File: src/rtl/pram_boot_sequencer_pkg.sv
// Shared definitions for the PRAM boot sequencer: state encoding, memory-map
// defaults and small helpers used by the sequencer and its watchdog.
package pram_boot_sequencer_pkg;

    typedef enum logic [1:0] {
        ST_IDLE  = 2'd0,
        ST_LOAD  = 2'd1,
        ST_DONE  = 2'd2,
        ST_ERROR = 2'd3
    } boot_state_t;

    typedef struct packed {
        logic load;
        logic hold;
        logic done;
        logic error;
    } boot_flags_t;

    localparam logic [15:0] BOOT_SRC_BASE    = 16'h4000;
    localparam logic [15:0] BOOT_DST_BASE    = 16'h0000;
    localparam logic [15:0] PRAM_WORDS       = 16'd4096;
    localparam logic [15:0] BOOT_ADDR_STEP   = 16'd4;
    localparam logic [7:0]  BOOT_ACK_TIMEOUT = 8'd255;

    // Status outputs are a pure function of the state they are decoded from.
    function automatic boot_flags_t decode_flags(input boot_state_t st);
        boot_flags_t f;
        case (st)
            ST_IDLE:  f = '{load: 1'b0, hold: 1'b1, done: 1'b0, error: 1'b0};
            ST_LOAD:  f = '{load: 1'b1, hold: 1'b1, done: 1'b0, error: 1'b0};
            ST_DONE:  f = '{load: 1'b0, hold: 1'b0, done: 1'b1, error: 1'b0};
            ST_ERROR: f = '{load: 1'b0, hold: 1'b1, done: 1'b0, error: 1'b1};
            default:  f = '{load: 1'b0, hold: 1'b1, done: 1'b0, error: 1'b0};
        endcase
        return f;
    endfunction

    function automatic logic [15:0] step_addr(input logic [15:0] addr, input logic [15:0] step);
        return addr + step;
    endfunction

endpackage

File: src/rtl/pram_boot_sequencer_if.sv
// Boot-load bus between the sequencer (master) and the memory_controller
// datapath (slave) that performs the actual word moves.
interface pram_boot_sequencer_if;
    logic        bus_ack;
    logic        load_when_reset;
    logic [15:0] addr_counter;
    logic [15:0] pram_load_addr;

    modport master (
        input  bus_ack,
        output load_when_reset,
        output addr_counter,
        output pram_load_addr
    );

    modport slave (
        output bus_ack,
        input  load_when_reset,
        input  addr_counter,
        input  pram_load_addr
    );
endinterface

File: src/rtl/pram_boot_sequencer_watchdog.sv
// Bus-ack watchdog: counts consecutive enabled cycles without a clear and
// flags expiry on the cycle the count sits at ACK_TIMEOUT-1.
module pram_boot_sequencer_watchdog #(
    parameter logic [7:0] ACK_TIMEOUT = 8'd255
) (
    input  logic clk,
    input  logic reset,
    input  logic clear,
    input  logic enable,
    output logic expired
);

    logic [7:0] count_r;

    // Idle-cycle counter; clear has priority over counting.
    always_ff @(posedge clk) begin
        if (reset) begin
            count_r <= 8'd0;
        end else if (clear) begin
            count_r <= 8'd0;
        end else if (enable) begin
            count_r <= count_r + 8'd1;
        end else begin
            count_r <= count_r;
        end
    end

    // Expiry is combinational so the owner can still let a same-cycle ack win.
    always_comb begin
        expired = 1'b0;
        if (enable && (count_r == (ACK_TIMEOUT - 8'd1))) begin
            expired = 1'b1;
        end else begin
            expired = 1'b0;
        end
    end

endmodule

File: src/rtl/pram_boot_sequencer.sv
// Reset-time boot sequencer: walks source/destination addresses while the
// memory_controller copies WORD_COUNT words into PRAM, holding the core off.
module pram_boot_sequencer
    import pram_boot_sequencer_pkg::*;
#(
    parameter logic [15:0] SRC_BASE    = BOOT_SRC_BASE,
    parameter logic [15:0] DST_BASE    = BOOT_DST_BASE,
    parameter logic [15:0] WORD_COUNT  = PRAM_WORDS,
    parameter logic [15:0] ADDR_STEP   = BOOT_ADDR_STEP,
    parameter logic [7:0]  ACK_TIMEOUT = BOOT_ACK_TIMEOUT
) (
    input  logic                         clk,
    input  logic                         reset,
    input  logic                         boot_en,
    pram_boot_sequencer_if.master        bus,
    output logic                         core_hold,
    output logic                         boot_done,
    output logic                         boot_error,
    output logic [15:0]                  words_loaded
);

    boot_state_t state_r;
    boot_state_t next_state_s;
    boot_flags_t flags_r;
    boot_flags_t next_flags_s;

    logic [15:0] addr_r;
    logic [15:0] pram_r;
    logic [15:0] words_r;
    logic        in_load_s;
    logic        accept_s;
    logic        last_word_s;
    logic        wd_clear_s;
    logic        wd_expired_s;

    assign in_load_s   = (state_r == ST_LOAD);
    assign accept_s    = in_load_s && bus.bus_ack;
    assign last_word_s = (words_r == (WORD_COUNT - 16'd1));
    assign wd_clear_s  = (!in_load_s) || bus.bus_ack;

    pram_boot_sequencer_watchdog #(
        .ACK_TIMEOUT (ACK_TIMEOUT)
    ) u_watchdog (
        .clk     (clk),
        .reset   (reset),
        .clear   (wd_clear_s),
        .enable  (in_load_s),
        .expired (wd_expired_s)
    );

    // State register.
    always_ff @(posedge clk) begin
        if (reset) begin
            state_r <= ST_IDLE;
        end else begin
            state_r <= next_state_s;
        end
    end

    // Next-state logic; an ack in the timeout cycle takes precedence.
    always_comb begin
        next_state_s = state_r;
        case (state_r)
            ST_IDLE: begin
                if (boot_en) begin
                    next_state_s = ST_LOAD;
                end else begin
                    next_state_s = ST_DONE;
                end
            end
            ST_LOAD: begin
                if (bus.bus_ack) begin
                    if (last_word_s) begin
                        next_state_s = ST_DONE;
                    end else begin
                        next_state_s = ST_LOAD;
                    end
                end else if (wd_expired_s) begin
                    next_state_s = ST_ERROR;
                end else begin
                    next_state_s = ST_LOAD;
                end
            end
            ST_DONE:  next_state_s = ST_DONE;
            ST_ERROR: next_state_s = ST_ERROR;
            default:  next_state_s = ST_IDLE;
        endcase
    end

    // Output decode of the upcoming state, registered below so flags align with state_r.
    always_comb begin
        next_flags_s = decode_flags(next_state_s);
    end

    // Registered status flags.
    always_ff @(posedge clk) begin
        if (reset) begin
            flags_r <= decode_flags(ST_IDLE);
        end else begin
            flags_r <= next_flags_s;
        end
    end

    // Address and word counters advance only on an ack accepted in LOAD.
    always_ff @(posedge clk) begin
        if (reset) begin
            addr_r  <= SRC_BASE;
            pram_r  <= DST_BASE;
            words_r <= 16'd0;
        end else if (accept_s) begin
            addr_r  <= step_addr(addr_r, ADDR_STEP);
            pram_r  <= step_addr(pram_r, ADDR_STEP);
            words_r <= words_r + 16'd1;
        end else begin
            addr_r  <= addr_r;
            pram_r  <= pram_r;
            words_r <= words_r;
        end
    end

    assign bus.load_when_reset = flags_r.load;
    assign bus.addr_counter    = addr_r;
    assign bus.pram_load_addr  = pram_r;
    assign core_hold           = flags_r.hold;
    assign boot_done           = flags_r.done;
    assign boot_error          = flags_r.error;
    assign words_loaded        = words_r;

endmodule

File: src/flat_wrapper.sv
// flat-port wrapper written by rule: the top's interface ports become plain ports
module pram_boot_sequencer_flat import pram_boot_sequencer_pkg::*;
#(
    parameter logic [15:0] SRC_BASE    = BOOT_SRC_BASE,
    parameter logic [15:0] DST_BASE    = BOOT_DST_BASE,
    parameter logic [15:0] WORD_COUNT  = PRAM_WORDS,
    parameter logic [15:0] ADDR_STEP   = BOOT_ADDR_STEP,
    parameter logic [7:0]  ACK_TIMEOUT = BOOT_ACK_TIMEOUT
)
  (clk, reset, boot_en, core_hold, boot_done, boot_error, words_loaded, bus_bus_ack, bus_load_when_reset, bus_addr_counter, bus_pram_load_addr);
  pram_boot_sequencer_if bus_i ();
  input  logic clk;
  input  logic reset;
  input  logic boot_en;
  output logic core_hold;
  output logic boot_done;
  output logic boot_error;
  output logic [15:0] words_loaded;
  input wire logic [$bits(bus_i.bus_ack)-1:0] bus_bus_ack;
  output wire logic [$bits(bus_i.load_when_reset)-1:0] bus_load_when_reset;
  output wire logic [$bits(bus_i.addr_counter)-1:0] bus_addr_counter;
  output wire logic [$bits(bus_i.pram_load_addr)-1:0] bus_pram_load_addr;
  assign bus_i.bus_ack = bus_bus_ack;
  assign bus_load_when_reset = bus_i.load_when_reset;
  assign bus_addr_counter = bus_i.addr_counter;
  assign bus_pram_load_addr = bus_i.pram_load_addr;
  pram_boot_sequencer #(.SRC_BASE(SRC_BASE), .DST_BASE(DST_BASE), .WORD_COUNT(WORD_COUNT), .ADDR_STEP(ADDR_STEP), .ACK_TIMEOUT(ACK_TIMEOUT)) u_core (.clk(clk), .reset(reset), .boot_en(boot_en), .bus(bus_i), .core_hold(core_hold), .boot_done(boot_done), .boot_error(boot_error), .words_loaded(words_loaded));
endmodule
File: config.mk
export PLATFORM = sky130hd
export DESIGN_NAME = pram_boot_sequencer_flat
export DESIGN_NICKNAME = d
export VERILOG_FILES = /design/src/rtl/pram_boot_sequencer_pkg.sv /design/src/rtl/pram_boot_sequencer_if.sv /design/src/rtl/pram_boot_sequencer_watchdog.sv /design/src/rtl/pram_boot_sequencer.sv /design/src/flat_wrapper.sv
export SDC_FILE = /design/constraint.sdc
export NUM_CORES = 1
export LEC_CHECK = 0
export CAP_MARGIN = 5
export CORE_MARGIN = 10
export CORE_UTILIZATION = 53
export CTS_BUF_LIST = sky130_fd_sc_hd__clkbuf_8
export DETAILED_ROUTE_END_ITERATION = 12
export GPL_TIMING_DRIVEN = 0
export PLACE_DENSITY = 0.78
export SLEW_MARGIN = 20
export SYNTH_ARGS = -nofsm -noshare
export SYNTH_HDL_FRONTEND = slang
export SYNTH_SLANG_ARGS = --single-unit
File: constraint.sdc
create_clock -name clk -period 2.1 [get_ports clk]
set_input_delay 0.42 -clock clk [delete_from_list [all_inputs] [get_ports clk]]
set_output_delay 0.42 -clock clk [all_outputs]
set_load 0.01 [all_outputs]
==> flow_summary.json, run 1 <==
{
  "status": "finished clean",
  "overflow": 0,
  "cts_root_buf": "clkbuf_8",
  "port_buffers": 50,
  "drv_slew": 0,
  "synth.avg_cell_area_sq_um": 8.77,
  "critPathLaunchType": "primary input",
  "finalClockSkew_ps": 8.01,
  "yosysTopAreaCell": "dfxtp_1",
  "whs_path_depth": 1,
  "setup_viol": 0,
  "setup_tns_ps": 0,
  "clkLatencyLatePin_ps": 330,
  "drt-wirelength-per-cell_um": 14.6,
  "cp_max_fo": 10,
  "num_vias": 2389,
  "grt_start_max_net_pins": 11,
  "synth_top_area_frac": 0.431,
  "powerDensity_mw_per_mm2": 614,
  "highest_layer": "met4",
  "cts.clk_slew.worst_paths_ps": 60,
  "via_per_inst": 5.39,
  "crit_start": "reset",
  "end_kind": "register",
  "cap_viol_max_count": 0,
  "wl_met2_mm": 3.09,
  "cts_tree": "done",
  "rsz0062_at_grt": "false",
  "yosys_warnings": 0,
  "synth_edf_count": 0,
  "grt_pass1_vias": 2362,
  "fin_nets": 380,
  "dp_cells": 427,
  "critical_path_class": "in -> reg",
  "leakagePower_nw": 1.25,
  "cts_sinks": 58,
  "hold_viol_final": 0,
  "antenna_found_initial": 0,
  "row_count": 25,
  "ys_top_cells_by_area": "dfxtp_1 43%, nor2_1 6.6%, xnor2_1 6.2%, a21oi_1 3.5%, nand2_1 3.5%",
  "post_cts_buffers": 0,
  "dp_hpwl_mm": 4.67,
  "crit_arrival_ps": 2190,
  "finalNonFillerCells": 443,
  "grt_pass1_wl_mm": 11.3,
  "cts_htree_levels": 3,
  "hold_class": "reg -> reg",
  "yosysMostFrequentCell": "dfxtp_1",
  "numCtsBuffers": 9,
  "final_core_util": 0.718,
  "reg2reg_to": "u_core.core_hold",
  "fill_cells": 393,
  "crit_required_ps": 2310,
  "rr_worst_depth": 5,
  "io_pins": 56,
  "syn_to_final_growth_pct": 28.4,
  "worstMarginPinSlew_ps": 628,
  "die_area_sq_mm": 0.00833,
  "finalPower_mw": 2.12,
  "fmax_mhz": 505,
  "num_antenna_cells": 0,
  "m1WireLength_mm": 2.79,
  "synth-seq-cells": 58,
  "r2r_slack_ps": 300,
  "synth_cell_types": 46,
  "dr.pass1.iters": 4,
  "synthTopCellsByCount": "58 x dfxtp_1, 47 x nor2_1, 25 x nand2_1",
  "wl_met3_um": 444,
  "final_cell_area_sq_mm": 0.00346,
  "period_minus_slack_ps": 1980,
  "initial_core_util": 0.559,
  "yosys_most_used_dff": "dfxtp_1",
  "synth_area_sq_mm": 0.00269,
  "async_reset_ff_frac": 0,
  "relSlewSlack": 0.578,
  "grt_usage": 0.162,
  "crit_end": "u_core.words_loaded[7]",
  "yosysSeqAreaShare": 0.431,
  "synthCells": 307,
  "holdWs_ps": 464,
  "post-place-ws_ps": -556,
  "r2r_start": "u_core.state_r[0]",
  "vdd_drop_max_v": 0.000502,
  "layout-drive-gt1-share": 0.106,
  "clockBufferDepth": 2,
  "die_y_um": 91.3,
  "coreArea_sq_mm": 0.00482,
  "drtIter0Drc": 137,
  "drc": 0,
  "die_width_um": 91.3,
  "min_period_over_period": 0.942,
  "place.gp.congestion": 0.821,
  "dpl_cell_area_sq_mm": 0.00329,
  "layout_setup_ws_ps": 122,
  "drt-total-wl_mm": 6.48,
  "ant_nets": 0
}
repair_timing:
item | CTS | global route
setup endpoints to repair | 30 | 20
gates resized for setup | 2 | 2
endpoints found under the hold margin | 0 | 0
hold buffers | 0 | 0
pin swaps | 0 | 0
registers in the layout (all words and copies together) (netlist names):
name                        count
u_core.boot_done                1
u_core.boot_error               1
u_core.bus.addr_counter        14
u_core.bus.load_when_reset      1
u_core.bus.pram_load_addr      14
u_core.core_hold                1
u_core.state_r                  2
u_core.u_watchdog.count_r       8
u_core.words_loaded            16
kinds of logic (layout without fill, tap and decap cells):
group,after synthesis,count (layout),share of synthesized area
simple gates,151,151,0.313
flops,58,58,0.431
compound gates,37,37,0.0822
xor+xnor,29,29,0.0943
buf+inv,23,89,0.0427
fa+ha+maj,5,5,0.0232
mux,3,3,0.0121
other cells,1,4,0.00139
area by class of cell:
cell class	count	area, sq um	share of cell area
Multi-Input combinational cell	229	1430	0.413
Sequential cell	58	1160	0.336
Timing Repair Buffer	50	500	0.145
Clock buffer	10	138	0.0398
Buffer	14	86.3	0.0250
Tap cell	67	83.8	0.0242
Inverter	9	33.8	0.00977
Clock inverter	6	26.3	0.00760
cells in the final DEF, fill, tap and decap left out, drive strengths merged, types with 2 or more instances in the layout:
| master | n |
|---|---|
| nor4 | 9 |
| and4 | 2 |
| dfxtp | 58 |
| clkbuf | 15 |
| nor3 | 14 |
| ha | 5 |
| and4b | 2 |
| a21oi | 19 |
| conb | 4 |
| nand2b | 5 |
| nor2 | 47 |
| nand4 | 10 |
| clkinv | 3 |
| xnor2 | 19 |
| inv | 12 |
| mux2 | 2 |
| or3 | 6 |
| nand3 | 13 |
| nand2 | 25 |
| o21ai | 7 |
| clkdlybuf4s50 | 50 |
| a31o | 6 |
| nor2b | 3 |
| buf | 9 |
| nand3b | 2 |
| xor2 | 10 |
| or4 | 2 |
| o31ai | 2 |
| and3 | 2 |
| nand4b | 4 |
per-layer routing:
metal,vias up,GRT usage
li1,1190,-
met4,0,0.0927
met5,-,0
met3,15,0.0477
met1,1106,0.189
met2,78,0.258
worst max-delay path, cell delays in order:
cell	delay, ps
clkdlybuf4s50_1	570
clkbuf_2	300
buf_1	460
clkbuf_2	350
nor2_1	80
worst min path at each step:
stage                                 startpoint  slack, ps                      endpoint
finish              u_core.u_watchdog.count_r[0]        460  u_core.u_watchdog.count_r[0]
global route        u_core.u_watchdog.count_r[0]        480  u_core.u_watchdog.count_r[0]
CTS                 u_core.u_watchdog.count_r[0]        470  u_core.u_watchdog.count_r[0]
detailed placement  u_core.u_watchdog.count_r[0]        450  u_core.u_watchdog.count_r[0]
global placement    u_core.u_watchdog.count_r[0]        440  u_core.u_watchdog.count_r[0]
floorplan           u_core.u_watchdog.count_r[0]        430  u_core.u_watchdog.count_r[0]
report_power, final:
| group | internal [mW] | leakage (nW) | switching, mW |
|---|---|---|---|
| sequential | 1.12 | 0.469 | 0.0166 |
| clock | 0.440 | 0.0996 | 0.419 |
| combinational | 0.0604 | 0.681 | 0.0691 |
| total | 1.62 | 1.25 | 0.505 |
Note: power is estimated with default switching activity, not from simulation.
==> inputs of run 2 (changes only) <==
Settings changed: ABC_AREA from default to 1, CORE_UTILIZATION 53 to 55, PLACE_DENSITY 0.78 to 0.8.
Clock period 2.1 ns to 2.4 ns, I/O delays scaled along.
==> run 2 against run 1 <==
Register-to-register slack improved by 600 ps. Sequential power is 13% lower. Largest cell class unchanged. Core utilization grew 2.1 points. Largest power group unchanged.
==> flow_summary.json, run 2 <==
{
  "setup_tns_ps": 0,
  "clkLatencyLatePin_ps": 330,
  "rr_worst_depth": 7,
  "cts_root_buf": "clkbuf_8",
  "synth-simple-area-share": 0.355,
  "relSlewSlack": 0.590,
  "worstMarginPinSlew_ps": 614,
  "cp_max_fo": 7,
  "cts_sinks": 58,
  "synth-seq-cells": 58,
  "clockBufferDepth": 2,
  "status": "finished clean",
  "fmax_mhz": 536,
  "drt-total-wl_mm": 6.67,
  "yosysSeqAreaShare": 0.414,
  "die_area_sq_mm": 0.00835,
  "post_cts_resized": 0,
  "final_core_util": 0.739,
  "end_kind": "output pin",
  "ys_top_cells_by_area": "dfxtp_1 41%, nand2_1 12%, nor2_1 9.6%, inv_1 7.1%, nand3_1 4.6%",
  "drt-wirelength-per-cell_um": 12.4,
  "rsz0062_at_grt": "false",
  "yosys_warnings": 0,
  "fin_nets": 475,
  "grt_pass1_wl_mm": 11.6,
  "r2r_slack_ps": 900,
  "die_y_um": 91.4,
  "grt_usage": 0.167,
  "synthAdderAreaFrac": 0.0223,
  "yosysMostFrequentCell": "nand2_1",
  "post_cts_buffers": 0,
  "setup_viol": 0,
  "async_reset_ff_frac": 0,
  "synth_edf_count": 0,
  "place.gp.congestion": 0.851,
  "synth_cell_types": 31,
  "synth-xor-area-share": 0.0219,
  "hold_class": "reg -> reg",
  "path_delay_family": "buffers and inverters",
  "initial_core_util": 0.582,
  "yosys_most_used_dff": "dfxtp_1",
  "holdWs_ps": 467,
  "port_buffers": 51,
  "overflow": 0,
  "drc": 0,
  "drv_slew": 0,
  "antenna_found_initial": 0,
  "final_common_cell": "nand2_1",
  "leakagePower_nw": 1.43,
  "layout-drive-gt1-share": 0.0725,
  "syn_to_final_growth_pct": 27.1,
  "cp.depth": 1,
  "synth_top_family_by_area": "simple AND/OR/NAND/NOR gates",
  "largest_reg_flops": 16,
  "critPathLaunchType": "register",
  "min_period_over_period": 0.777,
  "vdd_drop_max_v": 0.000416,
  "via_per_inst": 4.93,
  "layout_common_cells": "90 x nand2_1, 72 x nor2_1, 58 x dfxtp_1, 57 x inv_1, 51 x clkdlybuf4s50_1",
  "cts.clk_slew.worst_paths_ps": 60,
  "synth-compound-area-share": 0.0849,
  "numCtsBuffers": 9,
  "whs_path_depth": 1,
  "synth.avg_cell_area_sq_um": 6.99,
  "synth_top_area_frac": 0.414,
  "synthMuxAreaShare": 0,
  "grt_pass1_vias": 2586,
  "synthTopCellsByCount": "90 x nand2_1, 72 x nor2_1, 58 x dfxtp_1",
  "grt_start_max_net_pins": 11,
  "powerDensity_mw_per_mm2": 513,
  "period_minus_slack_ps": 1870,
  "critical_path.cell_chain": "clkdlybuf4s50_1",
  "num_antenna_cells": 0,
  "slowest_delay_ps": 600,
  "critical_path_class": "reg -> out",
  "cts_htree_levels": 3,
  "crit_arrival_ps": 1390,
  "hold_viol_final": 0,
  "io_pins": 56,
  "yosysTopAreaCell": "dfxtp_1",
  "cap_viol_max_count": 0,
  "drtIter0Drc": 142,
  "ant_nets": 0,
  "dr.pass1.iters": 4,
  "cts_hold_repair.buffers": 0,
  "row_count": 25,
  "synth_area_sq_mm": 0.00280,
  "synthCells": 401,
  "crit_buf_inv": 1,
  "die_width_um": 91.4,
  "crit_slowest_cell": "clkdlybuf4s50_1",
  "cts_tree": "done",
  "crit_required_ps": 1920,
  "num_vias": 2643,
  "dp_hpwl_mm": 4.93,
  "coreArea_sq_mm": 0.00482,
  "finalClockSkew_ps": 6.97
}
run 2: cell count changes in the layout (fill, tap and decap cells not counted), sizes merged, moves of 9 or more:
| cell | before | now |
|---|---|---|
| inv | 12 | 59 |
| nor4 | 9 | 0 |
| nand3 | 13 | 27 |
| xnor2 | 19 | 1 |
| nand2 | 25 | 92 |
| nor2 | 47 | 80 |
run 2: final timing paths:
kind,start,endpoint
setup reg to reg,u_core.bus.pram_load_addr[2],u_core.bus.pram_load_addr[12]
hold / removal,u_core.u_watchdog.count_r[0],u_core.u_watchdog.count_r[0]
hold reg to reg,u_core.u_watchdog.count_r[0],u_core.u_watchdog.count_r[0]
setup / recovery,u_core.bus.pram_load_addr[4],bus_pram_load_addr[4]
run 2: area by class of cell:
class / count / area (sq um)
Clock buffer: 10 / 138
Clock inverter: 4 / 15.0
Fill cell: 398 / 1260
Buffer: 11 / 73.8
Timing Repair Buffer: 51 / 510
Tap cell: 67 / 83.8
Multi-Input combinational cell: 280 / 1370
Inverter: 55 / 206
Sequential cell: 58 / 1160
run 2: layer usage:
layer / global-route usage / share of wire / vias up
met3: 0.0691 / 0.083 / 11
met2: 0.289 / 0.49 / 68
met5: 0 / 0 / -
li1: - / - / 1387
met4: 0.0692 / 0.018 / 0
met1: 0.174 / 0.41 / 1177
run 2: cell families after synthesis:
group | count (synthesis)
compound gates | 42
xor+xnor | 7
fa+ha+maj | 5
buf+inv | 66
flops | 58
other cells | 1
simple gates | 222
run 2: power breakdown:
group | switching [mW] | internal, mW
clock | 0.349 | 0.376
combinational | 0.0651 | 0.0479
sequential | 0.00980 | 0.977
total | 0.424 | 1.40
run 2: metrics by stage:
| step | instances | cell area [sq um] | setup WS (ps) | power, mW |
|---|---|---|---|---|
| 2_1_floorplan | 404 | 2810 | 1080 | 1.08 |
| 3_3_place_gp | 522 | 3410 | 417 | 1.12 |
| 3_5_place_dp | 522 | 3410 | 355 | 1.12 |
| 4_1_cts | 536 | 3560 | 527 | 1.84 |
| 5_1_grt | 536 | 3560 | 486 | 1.90 |
| 6_report | 536 | 3560 | 535 | 1.82 |
